==> src/rtl/eth_tx_arb_n.sv <==
// rtl/eth_tx_arb_n.sv - N-input packet-atomic egress arbiter with port mask and length truncation
module eth_tx_arb_n #(
  parameter int NUM_PORTS  = 4,
  parameter int WIDTH      = 64,
  parameter int USER_WIDTH = 4,
  parameter int MODE       = 1,
  parameter int MAX_BEATS  = 1250,
  parameter int BASE       = 0,
  localparam int AW = (NUM_PORTS > 1) ? $clog2(NUM_PORTS) : 1
) (
  input  logic                            clk,
  input  logic                            reset_n,
  input  logic                            clear,
  input  logic                            set_stb,
  input  logic [7:0]                      set_addr,
  input  logic [31:0]                     set_data,
  input  logic [NUM_PORTS*WIDTH-1:0]      i_tdata,
  input  logic [NUM_PORTS*USER_WIDTH-1:0] i_tuser,
  input  logic [NUM_PORTS-1:0]            i_tlast,
  input  logic [NUM_PORTS-1:0]            i_tvalid,
  output logic [NUM_PORTS-1:0]            i_tready,
  output logic [WIDTH-1:0]                o_tdata,
  output logic [USER_WIDTH-1:0]           o_tuser,
  output logic                            o_tlast,
  output logic                            o_tvalid,
  input  logic                            o_tready,
  output logic [AW-1:0]                   active_port,
  output logic                            busy,
  output logic [31:0]                     trunc_count
);

  typedef enum logic [1:0] {
    S_IDLE  = 2'd0,
    S_PASS  = 2'd1,
    S_DRAIN = 2'd2
  } state_t;

  state_t                r_state;
  logic [NUM_PORTS-1:0]  r_mask;
  logic [AW-1:0]         r_grant;
  logic [AW-1:0]         r_last_grant;
  logic [15:0]           r_beats;
  logic [31:0]           r_trunc;

  logic [NUM_PORTS-1:0]  w_cand;
  logic                  w_found;
  logic [AW-1:0]         w_pick;
  logic                  w_sel_valid;
  logic                  w_sel_last;
  logic [WIDTH-1:0]      w_sel_data;
  logic [USER_WIDTH-1:0] w_sel_user;
  logic                  w_pass;
  logic                  w_fire;
  logic                  w_at_limit;
  logic                  w_trunc_beat;
  logic                  w_unused_set_data;

  // Only the low NUM_PORTS bits of the settings word form the mask
  assign w_unused_set_data = ^set_data[31:NUM_PORTS];

  assign w_cand = i_tvalid & r_mask;

  // Choose the next grant: ports above the last grant first (round robin), then wrap from port 0
  always_comb begin
    w_found = 1'b0;
    w_pick  = '0;
    for (int j = 0; j < NUM_PORTS; j++) begin
      if (!w_found && w_cand[j] && (MODE == 0 || j > int'(r_last_grant))) begin
        w_found = 1'b1;
        w_pick  = AW'(j);
      end
    end
    for (int j = 0; j < NUM_PORTS; j++) begin
      if (!w_found && w_cand[j]) begin
        w_found = 1'b1;
        w_pick  = AW'(j);
      end
    end
  end

  assign w_sel_valid  = i_tvalid[r_grant];
  assign w_sel_last   = i_tlast[r_grant];
  assign w_sel_data   = i_tdata[r_grant*WIDTH +: WIDTH];
  assign w_sel_user   = i_tuser[r_grant*USER_WIDTH +: USER_WIDTH];
  assign w_pass       = (r_state == S_PASS);
  assign w_fire       = w_pass && w_sel_valid && o_tready;
  assign w_at_limit   = (r_beats == 16'(MAX_BEATS - 1));
  assign w_trunc_beat = w_pass && !w_sel_last && w_at_limit;

  // Steer the granted port to the output; the truncating beat is forced to end the packet flagged as errored
  always_comb begin
    o_tvalid              = 1'b0;
    o_tdata               = w_sel_data;
    o_tuser               = w_sel_user;
    o_tuser[USER_WIDTH-1] = w_sel_user[USER_WIDTH-1] | w_trunc_beat;
    o_tlast               = w_sel_last | w_trunc_beat;
    i_tready              = '0;
    case (r_state)
      S_PASS: begin
        o_tvalid          = w_sel_valid;
        i_tready[r_grant] = o_tready;
      end
      S_DRAIN: begin
        i_tready[r_grant] = 1'b1;
      end
      default: begin
      end
    endcase
  end

  // Packet FSM: arbitrate in IDLE, forward in PASS, discard the oversize remainder in DRAIN
  always_ff @(posedge clk or negedge reset_n) begin
    if (!reset_n) begin
      r_state      <= S_IDLE;
      r_grant      <= '0;
      r_last_grant <= AW'(NUM_PORTS - 1);
      r_beats      <= '0;
      r_trunc      <= '0;
    end else if (clear) begin
      r_state <= S_IDLE;
      r_beats <= '0;
      r_trunc <= '0;
    end else begin
      case (r_state)
        S_IDLE: begin
          if (w_found) begin
            r_grant      <= w_pick;
            r_last_grant <= w_pick;
            r_beats      <= '0;
            r_state      <= S_PASS;
          end
        end
        S_PASS: begin
          if (w_fire) begin
            r_beats <= r_beats + 16'd1;
            if (w_sel_last) begin
              r_state <= S_IDLE;
            end else if (w_at_limit) begin
              r_state <= S_DRAIN;
              if (r_trunc != 32'hFFFF_FFFF) begin
                r_trunc <= r_trunc + 32'd1;
              end
            end
          end
        end
        S_DRAIN: begin
          if (w_sel_valid && w_sel_last) begin
            r_state <= S_IDLE;
          end
        end
        default: begin
          r_state <= S_IDLE;
        end
      endcase
    end
  end

  // Enable mask register; sampled only by IDLE arbitration so in-flight packets are unaffected
  always_ff @(posedge clk or negedge reset_n) begin
    if (!reset_n) begin
      r_mask <= '1;
    end else if (set_stb && set_addr == 8'(BASE)) begin
      r_mask <= set_data[NUM_PORTS-1:0];
    end
  end

  assign active_port = r_grant;
  assign busy        = (r_state != S_IDLE);
  assign trunc_count = r_trunc;

endmodule

==> config.mk <==
export PLATFORM = sky130hd
export DESIGN_NAME = eth_tx_arb_n
export DESIGN_NICKNAME = d
export VERILOG_FILES = /design/src/rtl/eth_tx_arb_n.sv
export SDC_FILE = /design/constraint.sdc
export NUM_CORES = 1
export LEC_CHECK = 0
export BUFFER_PORTS_ARGS = -buffer_cell sky130_fd_sc_hd__buf_4
export CAP_MARGIN = 20
export CORE_AREA = 3 3 166 168
export CTS_CLUSTER_SIZE = 16
export DETAILED_ROUTE_END_ITERATION = 10
export DIE_AREA = 0 0 169 171
export HOLD_SLACK_MARGIN = 0.02
export PLACE_DENSITY_LB_ADDON = 0.2
export SYNTH_ARGS = -nofsm -noshare
export SYNTH_HDL_FRONTEND = slang
export SYNTH_SLANG_ARGS = --single-unit
==> constraint.sdc <==
create_clock -name clk -period 3.7 [get_ports clk]
set_clock_uncertainty 0.05 [all_clocks]
set_input_delay 0.555 -clock clk [delete_from_list [all_inputs] [get_ports clk]]
set_output_delay 0.555 -clock clk [all_outputs]
set_load 0.01 [all_outputs]
==> results by group, run 1 <==
Synthesis
  • Mapped Nets: slightly above 800
  • Synth Area in Adders: under 10%
  • Post-synthesis mux area share: about a third
  • Synth Area in XOR/XNOR: 0%
  • Asr flop ratio synth: 100%
  • Main combinational cell family by area after synthesis: multiplexers
  • Mean Syn Cell Area: 10.7 sq um
  • Seq cells post-synth: 58
  • Cells after Synth: 483
  • Post-synth EDFFs: 0
  • Ys Warns: 0
  • Register area share after synthesis: 28.3%
  • Yosys cell types: 54
  • Synth Flop Type: dfrtp_1
  • Compound-gate portion of the synthesized area: around an eighth
  • Synthesized cell area: roughly 5200 sq um
  • Synth Area in Simple Gates: approximately a fifth

CTS
  • Clock Tree Buf Depth: 2
  • CTS clock-pin slew for the worst setup and hold paths: roughly 0.05 ns
  • Post-CTS Resized: 0
  • Root buf cell: clkbuf_16
  • CTS Hold Buffers Added: 0
  • Worst-Skew Late Latency: approximately 0.33 ns
  • H-tree Lvls: 3
  • CTS Buf Count: 9
  • Clock sink count: between 50 and 60
  • CTS tree: yes
  • Post-CTS Setup Inserts: 0

Critical path
  • Worst EP arrival: around 2.5 ns
  • CP max FO: 47
  • Worst Path Required: ~3.1 ns
  • Startpoint Class: register
  • Crit end category: output pin
  • CP Class: reg2out

Finish
  • Commonest cells after routing, fill and taps aside: buf_4, mux4_2, dfrtp_1
  • Fraction of layout cells with a size suffix above 1: around three fifths
  • P&R area growth vs syn: 72.2%
  • Commonest non-fill, non-tap cell in the layout: buf_4
  • Cell area after layout: 8890 sq um
  • Nets@finish: 1,205
  • Core Util, Final: 34.1%
  • Post-route insts no fill: around 1,200

Floorplanning
  • Core Box Area: ~26,000 sq um
  • I/O pin count: roughly 430
  • Chip width: ~170 um
  • Die area: around 29,000 sq um
  • Chip Height: 171 um
  • Site row count: slightly below 60
  • Initial Util: 19.8%

Timing
  • Final Max Tran Viols: 0
  • Final WS setup: between 0.5 and 0.6 ns
  • Final hold vios: 0
  • WHS: about 0.23 ns
  • Max-Slew Margin vs Limit: 38.9%
  • Min Clock Period, post-route: between 3 and 4 ns
  • Least-Margin Pin Slew: 0.917 ns
  • Unrepaired setup endpoints after global routing: false
  • Max Clk Rate: 322 MHz
  • Share of the clock period used by the worst path: between 80% and 90%
  • # setup viols final: 0
  • Setup_tns: 0 ns

Global route
  • Antenna violations before repair: 4
  • Tot GR Track Use: 19.7%
  • First-pass GRT wire length: between 40,000 and 50,000 um
  • Vias in the first global route: 6,120
  • Largest net degree at the start of global routing: 66
  • Global route overflow: 0

Placed design
  • Post-DP HPWL: around 26,000 um
  • Dpl cells: between 1,000 and 1,500
  • IO Port Bufs: around 410
  • DP Worst Slack: 0.801 ns
  • Gpl congestion: ~0.85
  • Dpl cell area: 8580 sq um

Drt
  • Via Count: between 6,000 and 7,000
  • Routed Wire Length: a little over 30,000 um
  • Initial drt markers: approximately 320
  • DRC: 0
  • Vias/cell: about 5
  • Post-DRT Antenna Nets: 0
  • Routed WL per cell: around 25 um
  • DR pass1 iterations: 4

Pwr
  • Switching share of power: between 40% and 50%
  • Comb pwr share: about 64%
  • Leakage power: a little under 4 nW
  • Total power: 4.63 mW
  • Switching Power: around 1.9 mW
  • Int Pwr: 2.76 mW
  • Flop pwr share: 17.6%
  • Maximum VDD drop: approximately 0.23 mV
  • Clk network pwr share: ~19%
  • PD cells: ~520 nW/um^2

Run status
  • Status: complete, no violations

Min path
  • Worst hold-check path type: in2async

Flow run
  • Max-cap viol count: 0
-- worst max-delay path, stage by stage (launching register included) --
cell and delay [ns]:
dfrtp_4 0.79, buf_12 0.38, mux4_2 0.61, o21bai_1 0.20, buf_4 0.16
-- synthesized netlist by cell type (all sizes together), types with 6 or more instances --
cell    count  share of area (%)
clkbuf     22                1.6
mux4       70                 31
buf        13               0.99
nand2      35                2.5
nor4        9                1.4
and2        6               0.73
o31ai      23                3.3
mux2       11                2.4
nor3        8               0.78
nor2       20                1.5
nand4      11                1.5
or4        24                3.6
dfrtp      52                 25
o21ai      13                1.3
nand3      24                2.3
a21o        6               0.87
or3         9                1.1
a21oi      38                3.7
dfstp       6                3.1
inv        21                1.5
ha          7                1.7
-- power by group through the flow --
stage | sequential (mW) | clock, mW | combinational [mW]
2_1_floorplan | 0.706 | 0 | 1.56
3_3_place_gp | 0.832 | 0 | 2.98
3_5_place_dp | 0.830 | 0 | 2.96
4_1_cts | 0.820 | 0.876 | 2.98
5_1_grt | 0.839 | 0.902 | 3.15
6_report | 0.814 | 0.856 | 2.97
-- per-layer routing --
metal / wire length, um / vias to the layer above / track usage (%)
met5: 11 / - / 0
met4: 488 / 2 / 4.41
met3: 4180 / 29 / 10.8
met1: 12000 / 2974 / 24.7
met2: 14100 / 310 / 30.0
li1: - / 2750 / -
-- cells by family (layout without fill, tap and decap cells) --
| logic type | Yosys count | in the layout |
|---|---|---|
| compound gates | 104 | 104 |
| fa+ha+maj | 7 | 7 |
| buf+inv | 56 | 451 |
| flops | 58 | 58 |
| mux | 86 | 86 |
| other cells | 0 | 4 |
| simple gates | 172 | 172 |
-- final timing paths --
path | from | to | slack (ns) | cells past startpoint
min reg2reg | r_beats[15]$_DFFE_PN0P_ | r_beats[15]$_DFFE_PN0P_ | 0.47 | 1
min | reset_n | trunc_count[16]$_DFFE_PN0P_ | 0.23 | 1
min in group clk | set_data[1] | r_mask[1]$_DFFE_PN1P_ | 0.41 | 2
max reg2reg | r_beats[1]$_DFFE_PN0P_ | trunc_count[7]$_DFFE_PN0P_ | 0.83 | 8
max | active_port[0]$_DFFE_PN0P_ | o_tuser[3] | 0.59 | 4
max in group asynchronous | reset_n | active_port[1]$_DFFE_PN0P_ | 2.72 | 1
-- cell type report --
type                       instances  area (sq um)
antenna                            4          10.0
clock buffer                      11           253
clock inverter                     5          52.6
fill                            2763         17200
inverter                          21          78.8
multi-input combinational        369          3490
sequential                        58          1470
tap                              335           419
timing repair buffer             414          3120
-- state kept, by name, summed over array words and instances (netlist names) --
signal,count
r_state,2
trunc_count,32
r_last_grant,2
r_beats,16
r_mask,4
active_port,2
Note: power is estimated with default switching activity, not from simulation.
==> inputs of run 2 (changes only) <==
Settings changed: ABC_AREA set to 1, CORE_AREA 3 3 166 168 to 3 3 167 169, DIE_AREA 0 0 169 171 to 0 0 170 172.
Clock period 3.7 ns to 3.02 ns, I/O delays scaled along.
==> run 2 against run 1 <==
First-iteration DRC count grew 73%. Critical path depth grew 2. Via count grew 36%. Sequential cell count is the same. Critical path type unchanged. Critical endpoint is now o_tdata[51]. Largest cell class unchanged. Largest power group unchanged.
==> results by group, run 2 <==
Finish
  • Commonest cells after routing, fill and taps aside: buf_4, nand2_1, nand3_1
  • Ant diodes: 0
  • Register area: roughly 1500 sq um
  • Commonest non-fill, non-tap cell in the layout: buf_4
  • Fraction of layout cells with a size suffix above 1: about a third
  • Nets@finish: about 1,700
  • P&R area growth vs syn: 62.4%
  • Cell area after layout: 9510 sq um
  • Largest register FFs: 32
  • Multi-input logic area: roughly 3900 sq um
  • Fillers: ~3,000

Floorplanning
  • Core Box Area: around 27,000 sq um
  • Site row count: 60
  • Die area: 29,200 sq um
  • Initial Util: a little over a fifth
  • Chip Height: 172 um
  • Chip width: between 150 and 200 um
  • I/O pin count: 434

Placed design
  • Gpl congestion: approximately 0.97
  • IO Port Bufs: 405
  • Post-DP HPWL: roughly 30,000 um
  • Dpl cell area: 9260 sq um

Pwr
  • PD cells: just over 700 nW/um^2
  • Maximum VDD drop: 0.496 mV
  • Leakage power: around 4.7 nW

Timing
  • Least-Margin Pin Slew: 0.811 ns
  • Min Clock Period, post-route: ~2.7 ns
  • Final Max Tran Viols: 0
  • Share of the clock period used by the worst path: about 90%
  • Setup_tns: 0 ns
  • Unrepaired setup endpoints after global routing: false
  • Final hold vios: 0
  • # setup viols final: 0
  • Max Clk Rate: 367 MHz
  • Max-Slew Margin vs Limit: 45.9%

Synthesis
  • Ys Warns: 0
  • Asr flop ratio synth: 100%
  • Share of the synthesized area in the top cell type: 22.2%
  • Cells after Synth: roughly 990
  • Count leader, synth: nand2_1
  • Synthesized cell area: ~6000 sq um
  • Yosys cell types: 35
  • Mean Syn Cell Area: slightly below 6 sq um
  • Mapped Nets: between 1,000 and 1,500
  • Register area share after synthesis: between 20% and 30%
  • Seq cells post-synth: a little under 60
  • Synth Flop Type: dfrtp_1
  • Commonest cells in the netlist: nand2_1, nand3_1, nor2_1
  • Post-synth EDFFs: 0
  • Largest cells by area after synthesis: dfrtp_1, nand2_1, nand3_1, a22oi_1, nor2_1
  • Yosys top cell by area: dfrtp_1

CTS
  • Clock Tree Buf Depth: 2
  • Post-CTS Resized: 0
  • Worst-Skew Late Latency: between 0.3 and 0.4 ns
  • H-tree Lvls: 3
  • CTS Hold Buffers Added: 0
  • Root buf cell: clkbuf_16
  • CTS tree: yes
  • CTS Buf Count: 9
  • CTS clock-pin slew for the worst setup and hold paths: ~0.060 ns
  • Post-CTS Setup Inserts: 0
  • Clock sink count: 58

Critical path
  • CP max FO: 38
  • Worst Path Required: approximately 2.5 ns
  • Crit end category: output pin
  • Startpoint Class: register
  • CP Class: reg2out
  • Worst EP arrival: about 2.2 ns

Drt
  • Wire length on met1: 15,600 um
  • DR pass1 iterations: 5
  • Vias/cell: 4.83
  • Post-DRT Antenna Nets: 0
  • Highest routed layer: met5
  • Met3 wire length: 4330 um
  • Met2 wire len: about 14,000 um
  • Via Count: approximately 8,300
  • DRC: 0
  • Routed WL per cell: approximately 21 um
  • Initial drt markers: between 500 and 600
  • Routed Wire Length: 35,100 um

Global route
  • Vias in the first global route: around 7,700
  • First-pass GRT wire length: 48,700 um
  • Tot GR Track Use: between 20% and 30%
  • Largest net degree at the start of global routing: 69
  • Global route overflow: 0
  • Antenna violations before repair: 2

Run status
  • Status: complete, no violations

Min path
  • Worst hold-check path type: in2async

Flow run
  • Max-cap viol count: 0
[run 2: worst max-delay path, stage by stage (launching register included)]
cell and delay, ns:
dfrtp_2 0.56, inv_4 0.14, nor2_4 0.37, buf_12 0.27, a22oi_1 0.10, nand3_1 0.25, buf_4 0.19
[run 2: per-stage QoR]
stage | hold WS, ns | total power, mW | std cells | setup WS [ns] | utilization (%)
5_1_grt | 0.218 | 7.25 | 1710 | 0.225 | 35.6
2_1_floorplan | 0.107 | 3.07 | 988 | 0.972 | -
3_3_place_gp | 0.435 | 5.87 | 1694 | 0.542 | 34.6
4_1_cts | 0.192 | 6.83 | 1710 | 0.357 | 35.6
3_5_place_dp | 0.436 | 5.89 | 1694 | 0.534 | 34.6
6_report | 0.158 | 6.87 | 1710 | 0.292 | 35.6
[run 2: kinds of logic after synthesis]
kind of cell             count (synthesis)  share of synthesized area [%]
AO/OA/AOI/OAI                          101                           11.5
XOR/XNOR                                18                           2.69
adder cells (fa/ha/maj)                  7                           1.50
buffers and inverters                  116                           8.21
flip-flops                              58                           24.9
AND/OR/NAND/NOR                        688                           51.2
[run 2: worst paths after layout]
check / end / cells past startpoint / from / slack, ns
hold reg to reg: r_last_grant[0]$_DFFE_PN1P_ / 2 / r_last_grant[0]$_DFFE_PN1P_ / 0.45
setup / recovery: o_tdata[51] / 6 / active_port[0]$_DFFE_PN0P_ / 0.29
setup reg to reg: trunc_count[9]$_DFFE_PN0P_ / 9 / active_port[1]$_DFFE_PN0P_ / 0.53
min in group clk: r_mask[0]$_DFFE_PN1P_ / 3 / set_data[0] / 0.30
hold / removal: trunc_count[14]$_DFFE_PN0P_ / 1 / reset_n / 0.16
max in group asynchronous: active_port[0]$_DFFE_PN0P_ / 1 / reset_n / 2.16
[run 2: layout make-up]
type | count | share of cell area (%)
multi-input combinational | 814 | 41.4
clock buffer | 15 | 2.60
sequential | 58 | 15.4
tap | 341 | 4.49
clock inverter | 1 | 0.0526
inverter | 62 | 2.47
timing repair buffer | 419 | 33.6
[run 2: routing by layer]
metal / GRT usage (%) / up-vias
met5: 0 / -
met4: 6.56 / 2
met3: 9.56 / 42
met2: 30.1 / 392
met1: 32.3 / 3771
li1: - / 4059
[run 2: power by group]
part	internal [mW]	total, mW	switching [mW]
clock	0.555	0.915	0.360
sequential	0.844	0.943	0.0990
combinational	1.84	5.01	3.17
==> inputs of run 3 (changes only) <==
--- a/constraint.sdc
+++ b/constraint.sdc
@@ -4,2 +4,2 @@
 set_output_delay 0.453 -clock clk [all_outputs]
-set_load 0.01 [all_outputs]
+set_load 0.05 [all_outputs]
==> run 3 against run 2 <==
Clock power is 34% higher. Critical path depth stayed put. Die area unchanged. Critical endpoint is now o_tuser[3]. Largest power group unchanged.
==> results by group, run 3 (synthesis results as in run 2) <==
Run status
  • Status: complete, no violations

Pwr
  • Maximum VDD drop: roughly 0.41 mV
  • PD cells: 974 nW/um^2
  • Leakage power: 4.77 nW

Global route
  • First-pass GRT wire length: ~50,000 um
  • Global route overflow: 0
  • Tot GR Track Use: 22.8%
  • Antenna violations before repair: 2
  • Largest net degree at the start of global routing: 69
  • Vias in the first global route: 7,783

Critical path
  • Reg2reg setup slack: approximately 0.56 ns
  • Worst EP arrival: roughly 2.4 ns
  • Crit end category: output pin
  • CP Class: reg2out
  • Worst Path Required: between 2 and 3 ns
  • CP max FO: 68
  • Startpoint Class: register

Timing
  • Min Clock Period, post-route: between 2 and 3 ns
  • Final Max Tran Viols: 0
  • Share of the clock period used by the worst path: approximately 94%
  • Final hold vios: 0
  • Setup_tns: 0 ns
  • Max Clk Rate: approximately 350 MHz
  • Max-Slew Margin vs Limit: between 40% and 50%
  • Unrepaired setup endpoints after global routing: false
  • Least-Margin Pin Slew: 0.784 ns
  • # setup viols final: 0

Placed design
  • IO Port Bufs: 405
  • Dpl cells: 1,694
  • Dpl cell area: a little over 9000 sq um
  • Post-DP HPWL: roughly 30,000 um
  • Gpl congestion: 0.964

Finish
  • Nets@finish: around 1,700
  • Fraction of layout cells with a size suffix above 1: roughly 34%
  • Cell area after layout: 9600 sq um
  • Commonest cells after routing, fill and taps aside: buf_4, nand2_1, nand3_1
  • Fillers: between 2,000 and 3,000
  • Post-route insts no fill: 1,711
  • P&R area growth vs syn: 64.0%
  • Largest register FFs: 32
  • Commonest non-fill, non-tap cell in the layout: buf_4

Drt
  • Initial drt markers: around 610
  • Routed WL per cell: around 21 um
  • Post-DRT Antenna Nets: 0
  • DRC: 0
  • DR pass1 iterations: 5
  • Routed Wire Length: around 36,000 um
  • Vias/cell: 4.86
  • Via Count: between 8,000 and 9,000

CTS
  • CTS clock-pin slew for the worst setup and hold paths: around 0.060 ns
  • CTS tree: yes
  • H-tree Lvls: 3
  • Root buf cell: clkbuf_16
  • Clock Tree Buf Depth: 2
  • Worst-Skew Late Latency: 0.34 ns
  • Clock sink count: between 50 and 60
  • CTS Hold Buffers Added: 0
  • CTS Buf Count: 9
  • Post-CTS Resized: 0
  • Post-CTS Setup Inserts: 0

Floorplanning
  • Die area: between 20,000 and 30,000 sq um
  • I/O pin count: about 430
  • Initial Util: a little over a fifth
  • Chip Height: 172 um
  • Site row count: 60
  • Core Box Area: ~27,000 sq um
  • Chip width: around 170 um

Min path
  • Worst hold-check path type: in2async

Flow run
  • Max-cap viol count: 0
[run 3: area by class of cell]
| type | instances | area (sq um) | area share [%] |
|---|---|---|---|
| flip-flops and latches | 58 | 1460 | 15.2 |
| diodes | 1 | 2.50 | 0.0261 |
| well taps | 341 | 427 | 4.44 |
| clock inverters | 5 | 100 | 1.04 |
| inverters | 62 | 235 | 2.45 |
| repair buffers | 419 | 3180 | 33.2 |
| multi-input cells | 814 | 3940 | 41.0 |
| clock buffers | 11 | 253 | 2.63 |
[run 3: metal layers]
layer | wire length [um] | vias up | GRT usage [%]
met3 | 3710 | 29 | 7.25
met4 | 607 | 2 | 5.01
li1 | - | 4064 | -
met5 | 10 | - | 0
met2 | 14700 | 394 | 32.0
met1 | 16600 | 3833 | 33.8
[run 3: critical path: stages, from the launching register on]
cell     delay [ns]
dfrtp_2        0.43
buf_4          0.35
nor2_4         0.09
buf_12         0.21
a22oi_1        0.21
nand4_1        0.36
buf_4          0.33
[run 3: final timing paths]
| check | end | cells past startpoint | startpoint |
|---|---|---|---|
| min in group clk | r_mask[0]$_DFFE_PN1P_ | 3 | set_data[0] |
| worst max-delay path | o_tuser[3] | 6 | active_port[0]$_DFFE_PN0P_ |
| worst max register to register | trunc_count[24]$_DFFE_PN0P_ | 11 | active_port[0]$_DFFE_PN0P_ |
| worst min register to register | r_last_grant[0]$_DFFE_PN1P_ | 2 | r_last_grant[0]$_DFFE_PN1P_ |
| max in group asynchronous | active_port[1]$_DFFE_PN0P_ | 1 | reset_n |
| worst min-delay path | trunc_count[20]$_DFFE_PN0P_ | 1 | reset_n |
[run 3: report_power, final]
group	internal (mW)	switching, mW	leakage (nW)	total, mW
Clock	0.848	0.386	0.176	1.23
Sequential	0.844	0.0572	0.782	0.901
Combinational	1.87	5.34	3.81	7.21
Total	3.56	5.78	4.77	9.35
[run 3: metrics by stage]
stage                     worst slack, ns  utilization, %  hold WS [ns]  total power, mW
after floorplan                     0.221               -         0.107             5.20
after global placement              0.573            34.6         0.430             8.05
after detailed placement            0.580            34.6         0.438             8.07
after CTS                           0.240            35.9         0.178             9.33
after global routing                0.151            35.9         0.209             9.75
final                               0.169            35.9         0.149             9.35
